## config.mk

```make
export PLATFORM = sky130hd
export DESIGN_NAME = comparator_seq
export DESIGN_NICKNAME = d
export VERILOG_FILES = /design/src/rtl/comparator_pkg.sv /design/src/rtl/comparator_seq_chunk_compare.sv /design/src/rtl/comparator_seq.sv
export SDC_FILE = /design/constraint.sdc
export NUM_CORES = 1
export LEC_CHECK = 0
export BUFFER_PORTS_ARGS = -buffer_cell sky130_fd_sc_hd__buf_2
export CAP_MARGIN = 20
export CORE_MARGIN = 2
export CORE_UTILIZATION = 40
export DETAILED_ROUTE_END_ITERATION = 10
export HOLD_SLACK_MARGIN = 0.15
export PLACE_DENSITY = 0.71
export RECOVER_POWER = 50
export SYNTH_ARGS = -nofsm -noshare
export SYNTH_HDL_FRONTEND = slang
export SYNTH_SLANG_ARGS = --single-unit
```

## constraint.sdc

```tcl
create_clock -name i_clk -period 6.1 [get_ports i_clk]
set_input_delay 0.61 -clock i_clk [delete_from_list [all_inputs] [get_ports i_clk]]
set_output_delay 0.61 -clock i_clk [all_outputs]
set_load 0.05 [all_outputs]
```

## src/rtl/comparator_pkg.sv

```systemverilog
// Shared types and constants for the sequential magnitude comparator.
package comparator_pkg;

    typedef enum logic [1:0] {
        IDLE = 2'd0,
        CMP  = 2'd1,
        DONE = 2'd2
    } cmp_state_e;

    typedef struct packed {
        logic lt;
        logic eq;
        logic gt;
    } cmp_result_t;

    localparam cmp_result_t CMP_RESULT_NONE = '0;
    localparam cmp_result_t CMP_RESULT_EQ   = '{lt: 1'b0, eq: 1'b1, gt: 1'b0};

    function automatic cmp_result_t make_result(input logic lt, input logic eq, input logic gt);
        cmp_result_t r;
        r.lt = lt;
        r.eq = eq;
        r.gt = gt;
        return r;
    endfunction

endpackage

```

## src/rtl/comparator_seq_chunk_compare.sv

```systemverilog
// Combinational unsigned compare of one W-bit operand chunk.
module chunk_compare #(
    parameter int W = 8
) (
    input  logic [W-1:0] a_chunk,
    input  logic [W-1:0] b_chunk,
    output logic         lt,
    output logic         eq,
    output logic         gt
);

    always_comb begin
        lt = (a_chunk <  b_chunk);
        eq = (a_chunk == b_chunk);
        gt = (a_chunk >  b_chunk);
    end

endmodule

```

## src/rtl/comparator_seq.sv

```systemverilog
// Multi-cycle WIDTH-bit magnitude comparator, CHUNK bits per cycle from the MSB chunk.
// Define COMPARATOR_SEQ_EARLY_EXIT_EN to finish on the first differing chunk.
module comparator_seq
    import comparator_pkg::*;
#(
    parameter int WIDTH = 32,
    parameter int CHUNK = 8
) (
    input  logic             i_clk,
    input  logic             i_reset,
    input  logic             i_valid,
    output logic             o_ready,
    input  logic [WIDTH-1:0] i_a,
    input  logic [WIDTH-1:0] i_b,
    input  logic             i_signed,
    output logic             o_valid,
    input  logic             i_ready,
    output logic             o_lt,
    output logic             o_eq,
    output logic             o_gt
);

    localparam int NUM_CHUNKS = WIDTH / CHUNK;
    localparam int IDX_W      = (NUM_CHUNKS > 1) ? $clog2(NUM_CHUNKS) : 1;
    localparam logic [IDX_W-1:0] IDX_LAST = IDX_W'(NUM_CHUNKS - 1);

    localparam logic [1:0] ST_IDLE = IDLE;
    localparam logic [1:0] ST_CMP  = CMP;
    localparam logic [1:0] ST_DONE = DONE;

    generate
        if ((WIDTH % CHUNK) != 0) begin : g_bad_chunk
            $error("comparator_seq: WIDTH must be a multiple of CHUNK");
        end
    endgenerate

    logic [1:0]       state;
    logic [IDX_W-1:0] idx;
    logic [WIDTH-1:0] a_q;
    logic [WIDTH-1:0] b_q;
    logic [WIDTH-1:0] msb_flip;
    logic             found;
    cmp_result_t      pend;
    cmp_result_t      res_q;
    logic             valid_q;

    logic [CHUNK-1:0] a_chunk;
    logic [CHUNK-1:0] b_chunk;
    logic             c_lt;
    logic             c_eq;
    logic             c_gt;
    cmp_result_t      final_res;
    logic             finish;

    // Flipping both MSBs maps two's-complement order onto unsigned order.
    always_comb begin
        msb_flip            = '0;
        msb_flip[WIDTH-1]   = i_signed;
    end

    always_comb begin
        a_chunk = a_q[idx*CHUNK +: CHUNK];
        b_chunk = b_q[idx*CHUNK +: CHUNK];
    end

    chunk_compare #(
        .W (CHUNK)
    ) u_chunk_compare (
        .a_chunk (a_chunk),
        .b_chunk (b_chunk),
        .lt      (c_lt),
        .eq      (c_eq),
        .gt      (c_gt)
    );

    // The first differing chunk decides; later chunks only matter if none differed.
    always_comb begin
        if (found) begin
            final_res = pend;
        end else if (c_eq) begin
            final_res = CMP_RESULT_EQ;
        end else begin
            final_res = make_result(c_lt, 1'b0, c_gt);
        end
    end

    always_comb begin
`ifdef COMPARATOR_SEQ_EARLY_EXIT_EN
        finish = (!found && !c_eq) || (idx == '0);
`else
        finish = (idx == '0);
`endif
    end

    always_ff @(posedge i_clk) begin
        if (i_reset) begin
            state   <= ST_IDLE;
            idx     <= IDX_LAST;
            a_q     <= '0;
            b_q     <= '0;
            found   <= 1'b0;
            pend    <= CMP_RESULT_NONE;
            res_q   <= CMP_RESULT_NONE;
            valid_q <= 1'b0;
        end else begin
            case (state)
                ST_IDLE: begin
                    if (i_valid) begin
                        a_q   <= i_a ^ msb_flip;
                        b_q   <= i_b ^ msb_flip;
                        idx   <= IDX_LAST;
                        found <= 1'b0;
                        pend  <= CMP_RESULT_NONE;
                        state <= ST_CMP;
                    end
                end
                ST_CMP: begin
                    if (!found && !c_eq) begin
                        found <= 1'b1;
                        pend  <= make_result(c_lt, 1'b0, c_gt);
                    end
                    if (finish) begin
                        res_q   <= final_res;
                        valid_q <= 1'b1;
                        state   <= ST_DONE;
                    end else begin
                        idx <= idx - 1'b1;
                    end
                end
                ST_DONE: begin
                    if (i_ready) begin
                        res_q   <= CMP_RESULT_NONE;
                        valid_q <= 1'b0;
                        state   <= ST_IDLE;
                    end
                end
                default: begin
                    state <= ST_IDLE;
                end
            endcase
        end
    end

    always_comb begin
        o_ready = (state == ST_IDLE);
        o_valid = valid_q;
        o_lt    = res_q.lt;
        o_eq    = res_q.eq;
        o_gt    = res_q.gt;
    end

endmodule

```

==> results_dict.tcl, run 1 <==
set metrics [dict create \
    status "finished, final reports clean" \
    period_minus_slack_ns 2.85 \
    stdcell_count 555 \
    p_leak_nw 1.58 \
    mostFrequentLayoutCell "nand2_1" \
    ir_drop_mv 0.106 \
    cts_tree "yes" \
    wirelength_um 7200 \
    postPlaceCellArea_sq_um 3670 \
    grt_max_degree 79 \
    die_h_um 95.2 \
    cp.required_ns 6.38 \
    cp-end-kind "register" \
    cts_max_path_buffers 2 \
    design.core.area_sq_um 8130 \
    grt-ovfl-total 0 \
    wl_per_cell_um 13.0 \
    critPathMaxFanout 36 \
    crit_type "reg2reg" \
    nets 523 \
    rsz0062_at_grt "no" \
    clkTransAtPathRegs_ns 0.08 \
    num_rows 33 \
    hold_class "reg2reg" \
    grt_pass1_vias 2498 \
    grt_usage_pct 16.9 \
    max_freq_mhz 351 \
    start_util_pct 40.9 \
    postCtsHoldBufs 0 \
    gp_congestion 0.815 \
    hpwlAfterDp_um 5230 \
    drcViolationCount 0 \
    drtPass1Iterations 4 \
    antenna_found_initial 0 \
    vias 2748 \
    clk_latency_ns 0.35 \
    crit_path_start_kind "register" \
    grt_pass1_wl_um 11600 \
    pin_count 74 \
    critical_path.max_stage_delay_ns 1.10 \
    post-synth-top-area-cell "dfxtp_1" \
    yosysSeqAreaShare_pct 45.1 \
    fillers 785 \
    antennaDiodeCount 0 \
    yosysWarnings 0 \
    synthDistinctLibCells 34 \
    cts_made_buffers 9 \
    post_cts_buffers 0 \
    final_max_slew_viol_count 0 \
    crit_buf_inv 1 \
    io_buffer_count 73 \
    path_cells "nor2_4 -> nand2_1 -> clkbuf_1 -> nand2_1 -> a21oi_1" \
    power.density_nw_per_um2 266 \
    finalCritPeriodShare_pct 46.6 \
    setup_viol 0 \
    crit_top_cell "nand2_1" \
    crit_arrival_ns 3.12 \
    ys_seq_elements 75 \
    place_inst 536 \
    design_area_sq_um 3880 \
    die_x_um 95.2 \
    tightest_slew_ns 1.42 \
    crit_slowest_cell "clkbuf_1" \
    worst_clock_skew_ns 0.00980 \
    ant_nets 0 \
    r2r_slack_ns 3.25 \
    cts_root_buf "clkbuf_8" \
    setup-tns-final_ns 0 \
    relSlewSlack_pct 5.54 \
    whs_ns 0.457 \
    cp_top_family "buffers and inverters" \
    syn-mean-instance-area_sq_um 8.62 \
    synth_area_sq_um 3330 \
    cts_sinks 75 \
    die_area_sq_um 9070 \
    syn_inst 386 \
    cts_resized 0 \
    drt-initial-drc-count 169 \
    layout_common_cells "nand2_1, dfxtp_1, a21oi_1" \
    htreeDepth 3 \
    maxCapViolCount 0 \
    area.growth.synth_to_final_pct 16.6 \
    syn_nets 464 \
    synth_top_cells_by_area "dfxtp_1, nand2_1, a21oi_1" \
    routed_via_density 4.95 \
    netlist.area_leader.share_pct 45.1 \
    drive_above_1_share_pct 24.2 \
    finalHoldViolCount 0 \
]
## routing by layer
metal	GRT usage, %	vias to the layer above	part of all wire (%)
li1	-	1421	-
met4	6.88	0	1.7
met3	3.56	11	3.3
met1	20.6	1273	43
met2	29.1	43	52
met5	0	-	0
## per-stage QoR
| step | util (%) | power [W] | worst slack, ns |
|---|---|---|---|
| 2_1_floorplan | - | 0.000666 | 3.52 |
| 3_3_place_gp | 45.1 | 0.000704 | 3.13 |
| 3_5_place_dp | 45.1 | 0.000710 | 3.02 |
| 4_1_cts | 47.2 | 0.00104 | 3.00 |
| 5_1_grt | 47.7 | 0.00109 | 2.89 |
| 6_report | 47.7 | 0.00103 | 3.25 |
## report_power, final
part	switching, W	total [W]	internal (W)
Clock	0.000182	0.000330	0.000148
Combinational	0.0000863	0.000162	0.0000761
Sequential	0.0000210	0.000541	0.000520
## Yosys cell counts
| cell type | number |
|---|---|
| a211oi_1 | 3 |
| a21oi_1 | 74 |
| a22oi_1 | 1 |
| a31oi_2 | 1 |
| a32oi_1 | 1 |
| and2_1 | 2 |
| buf_2 | 8 |
| buf_4 | 3 |
| buf_6 | 5 |
| clkbuf_1 | 13 |
| dfxtp_1 | 75 |
| ha_1 | 9 |
| inv_1 | 11 |
| inv_2 | 1 |
| mux4_2 | 16 |
| nand2_1 | 130 |
| nand3_1 | 1 |
| nand4_1 | 2 |
| nand4b_1 | 2 |
| nor2_1 | 5 |
| nor2_4 | 1 |
| nor2b_1 | 3 |
| nor3_1 | 4 |
| nor4_1 | 1 |
| o211ai_1 | 1 |
| o21ai_0 | 2 |
| o21bai_1 | 1 |
| o22ai_1 | 1 |
| o31ai_1 | 1 |
| o41ai_2 | 1 |
| or2_1 | 2 |
| or3_1 | 2 |
| or3_4 | 1 |
| xnor2_1 | 2 |
## cells by family after synthesis
kind of cell               Yosys count  synth area share (%)
AOI/OAI and AO/OA                   87                  14.3
xor gates and xnor gates             2                 0.526
adders and majority gates            9                  3.38
buffers and inverters               41                  6.39
DFF                                 75                  45.1
muxes                               16                  10.8
and+or+nand+nor                    156                  19.4
## state kept, by name, indices dropped and copies added (netlist names), 2 cells and up
name / count
state: 2
b_q: 32
a_q: 32
idx: 2
pend: 2
## cell type report
type	instances	area [sq um]	area share, %
repair buffers	77	419	10.8
well taps	105	131	3.39
clock inverters	6	40.0	1.03
clock buffers	10	128	3.29
inverters	12	45.0	1.16
flip-flops and latches	75	1500	38.7
multi-input cells	270	1620	41.6
## worst register-to-register path, cell delays in order (launching register included)
cell and delay, ns:
dfxtp_1 0.56, nor2_4 0.05, nand2_1 0.72, clkbuf_1 1.10, nand2_1 0.16, a21oi_1 0.18
## worst paths after layout
path / depth (start not counted) / from / endpoint
min: 2 / a_q[9] / a_q[9]
max: 5 / state[1] / b_q[23]
max reg2reg: 5 / state[1] / b_q[23]
min reg2reg: 2 / a_q[9] / a_q[9]
Note: power is estimated with default switching activity, not from simulation.
==> inputs of run 2 (changes only) <==
Settings changed: PLACE_DENSITY 0.71 to 0.73.
Clock period 6.1 ns to 2.4 ns, I/O delays scaled along.
==> results_dict.tcl, run 2 (same netlist as run 1, synthesis figures left out) <==
set metrics [dict create \
    status "finished with violations" \
    violations "negative setup slack" \
    gp_congestion 0.771 \
    cp-end-kind "register" \
    crit_buf_inv 1 \
    final_max_slew_viol_count 0 \
    rsz0062_at_grt "yes" \
    crit_arrival_ns 2.69 \
    setup_viol 1 \
    design_area_sq_um 4720 \
    die_area_sq_um 9070 \
    antennaDiodeCount 0 \
    crit_slowest_cell "mux4_2" \
    antenna_found_initial 0 \
    routed_via_density 5.09 \
    stdcell_count 620 \
    pin_count 74 \
    crit_type "reg2reg" \
    htreeDepth 3 \
    design.core.area_sq_um 8130 \
    critPathMaxFanout 8 \
    hpwlAfterDp_um 5480 \
    grt-ovfl-total 0 \
    ant_nets 0 \
    relSlewSlack_pct 45.7 \
    cts_tree "yes" \
    post-place-ws_ns -0.0375 \
    postPlaceCellArea_sq_um 3820 \
    die_x_um 95.2 \
    cts_root_buf "clkbuf_8" \
    drcViolationCount 0 \
    place_inst 543 \
    highest_layer "met4" \
    cts_sinks 75 \
    wl_per_cell_um 13.5 \
    clkTransAtPathRegs_ns 0.08 \
    grt_pass1_vias 2986 \
    cts_made_buffers 9 \
    multi_input_area_sq_um 1700 \
    regArea_sq_um 1510 \
    wirelength_met1_um 3490 \
    drtPass1Iterations 4 \
    nets 588 \
    wl_met3_um 387 \
    hold_class "in2reg" \
    cp.required_ns 2.68 \
    io_buffer_count 73 \
    die_h_um 95.2 \
    grt_usage_pct 19.3 \
    tightest_slew_ns 0.814 \
    ir_drop_mv 0.398 \
    start_util_pct 40.9 \
    critical_path.max_stage_delay_ns 0.54 \
    cp_top_family "multiplexers" \
    fillers 682 \
    worst_clock_skew_ns 0.00721 \
    maxCapViolCount 0 \
    area.growth.synth_to_final_pct 42.0 \
    finalHoldViolCount 0 \
    wirelength_um 8370 \
    path_cells "buf_12 -> mux4_2 -> ha_4 -> nor2b_1 -> o211ai_1 -> a21oi_2 -> or3_1 -> a211oi_2" \
    vias 3153 \
    reg.largest.list "a_q: 32 flops, b_q: 32 flops" \
    power.density_nw_per_um2 662 \
    cts_max_path_buffers 2 \
    p_leak_nw 1.91 \
    crit_path_start_kind "register" \
    finalCritPeriodShare_pct 100 \
    power_w 0.00313 \
    grt_pass1_wl_um 13400 \
    drt-initial-drc-count 156 \
    grt_max_degree 66 \
    layout_common_cells "nand2_1, dfxtp_1, a21oi_1" \
    clk_latency_ns 0.35 \
    period_minus_slack_ns 2.41 \
    routed-wl-met2_um 4320 \
    mostFrequentLayoutCell "nand2_1" \
    drive_above_1_share_pct 25.2 \
    setup_ws_ns -0.00928 \
    max_freq_mhz 415 \
    num_rows 33 \
]
## run 2: cell types whose count changed in the layout (fill, tap and decap cells not counted), sizes merged
cell         delta
inv             -2
bufinv          +3
buf             +7
clkbuf          +2
clkinv          -3
dlygate4sd3    +58
## run 2: tightest hold or removal path, cell delays in order
cell and delay (ns):
buf_2 0.10, nand2_1 0.06, a21oi_1 0.06
## run 2: cell type report
cell class	instances	area share [%]
Tap cell	105	2.78
Clock buffer	12	3.07
Clock inverter	4	2.07
Inverter	12	0.953
Multi-Input combinational cell	270	36.1
Timing Repair Buffer	142	23.2
Sequential cell	75	31.9
## run 2: path summary, 6_finish.rpt
check                              from  endpoint  slack, ns  cells past startpoint
worst max-delay path             idx[0]      o_lt     -0.009                      8
worst min-delay path             i_a[8]    a_q[8]       0.16                      3
worst max register to register   idx[0]      o_lt     -0.009                      8
worst min register to register  a_q[16]   a_q[16]       0.46                      2
## run 2: per-layer routing
layer | vias to the layer above | track usage, %
li1 | 1559 | -
met1 | 1491 | 22.6
met4 | 0 | 8.21
met3 | 15 | 3.87
met2 | 88 | 34.1
met5 | - | 0
## run 2: metrics by stage
stage / setup TNS, ns / util (%) / hold WS [ns]
finish: -0.00928 / 58.1 / 0.162
global route: -0.188 / 58.1 / 0.173
CTS: -0.00271 / 57.9 / 0.161
detailed placement: -0.0499 / 47.0 / 0.449
global placement: 0 / 47.0 / 0.442
floorplan: -0.000301 / - / 0.376
## run 2: what timing repair did
item                                   CTS  global route
setup endpoints to repair                3             4
hold buffers                            58             0
buffers inserted                         2             0
gates cloned                             1             0
pin swaps                                5             4
endpoints found under the hold margin   58             0
resized for setup                        8             5
## run 2: where the power goes
group	switching, W	internal, W
Combinational	0.000272	0.000308
Sequential	0.0000483	0.00132
Clock	0.000458	0.000720
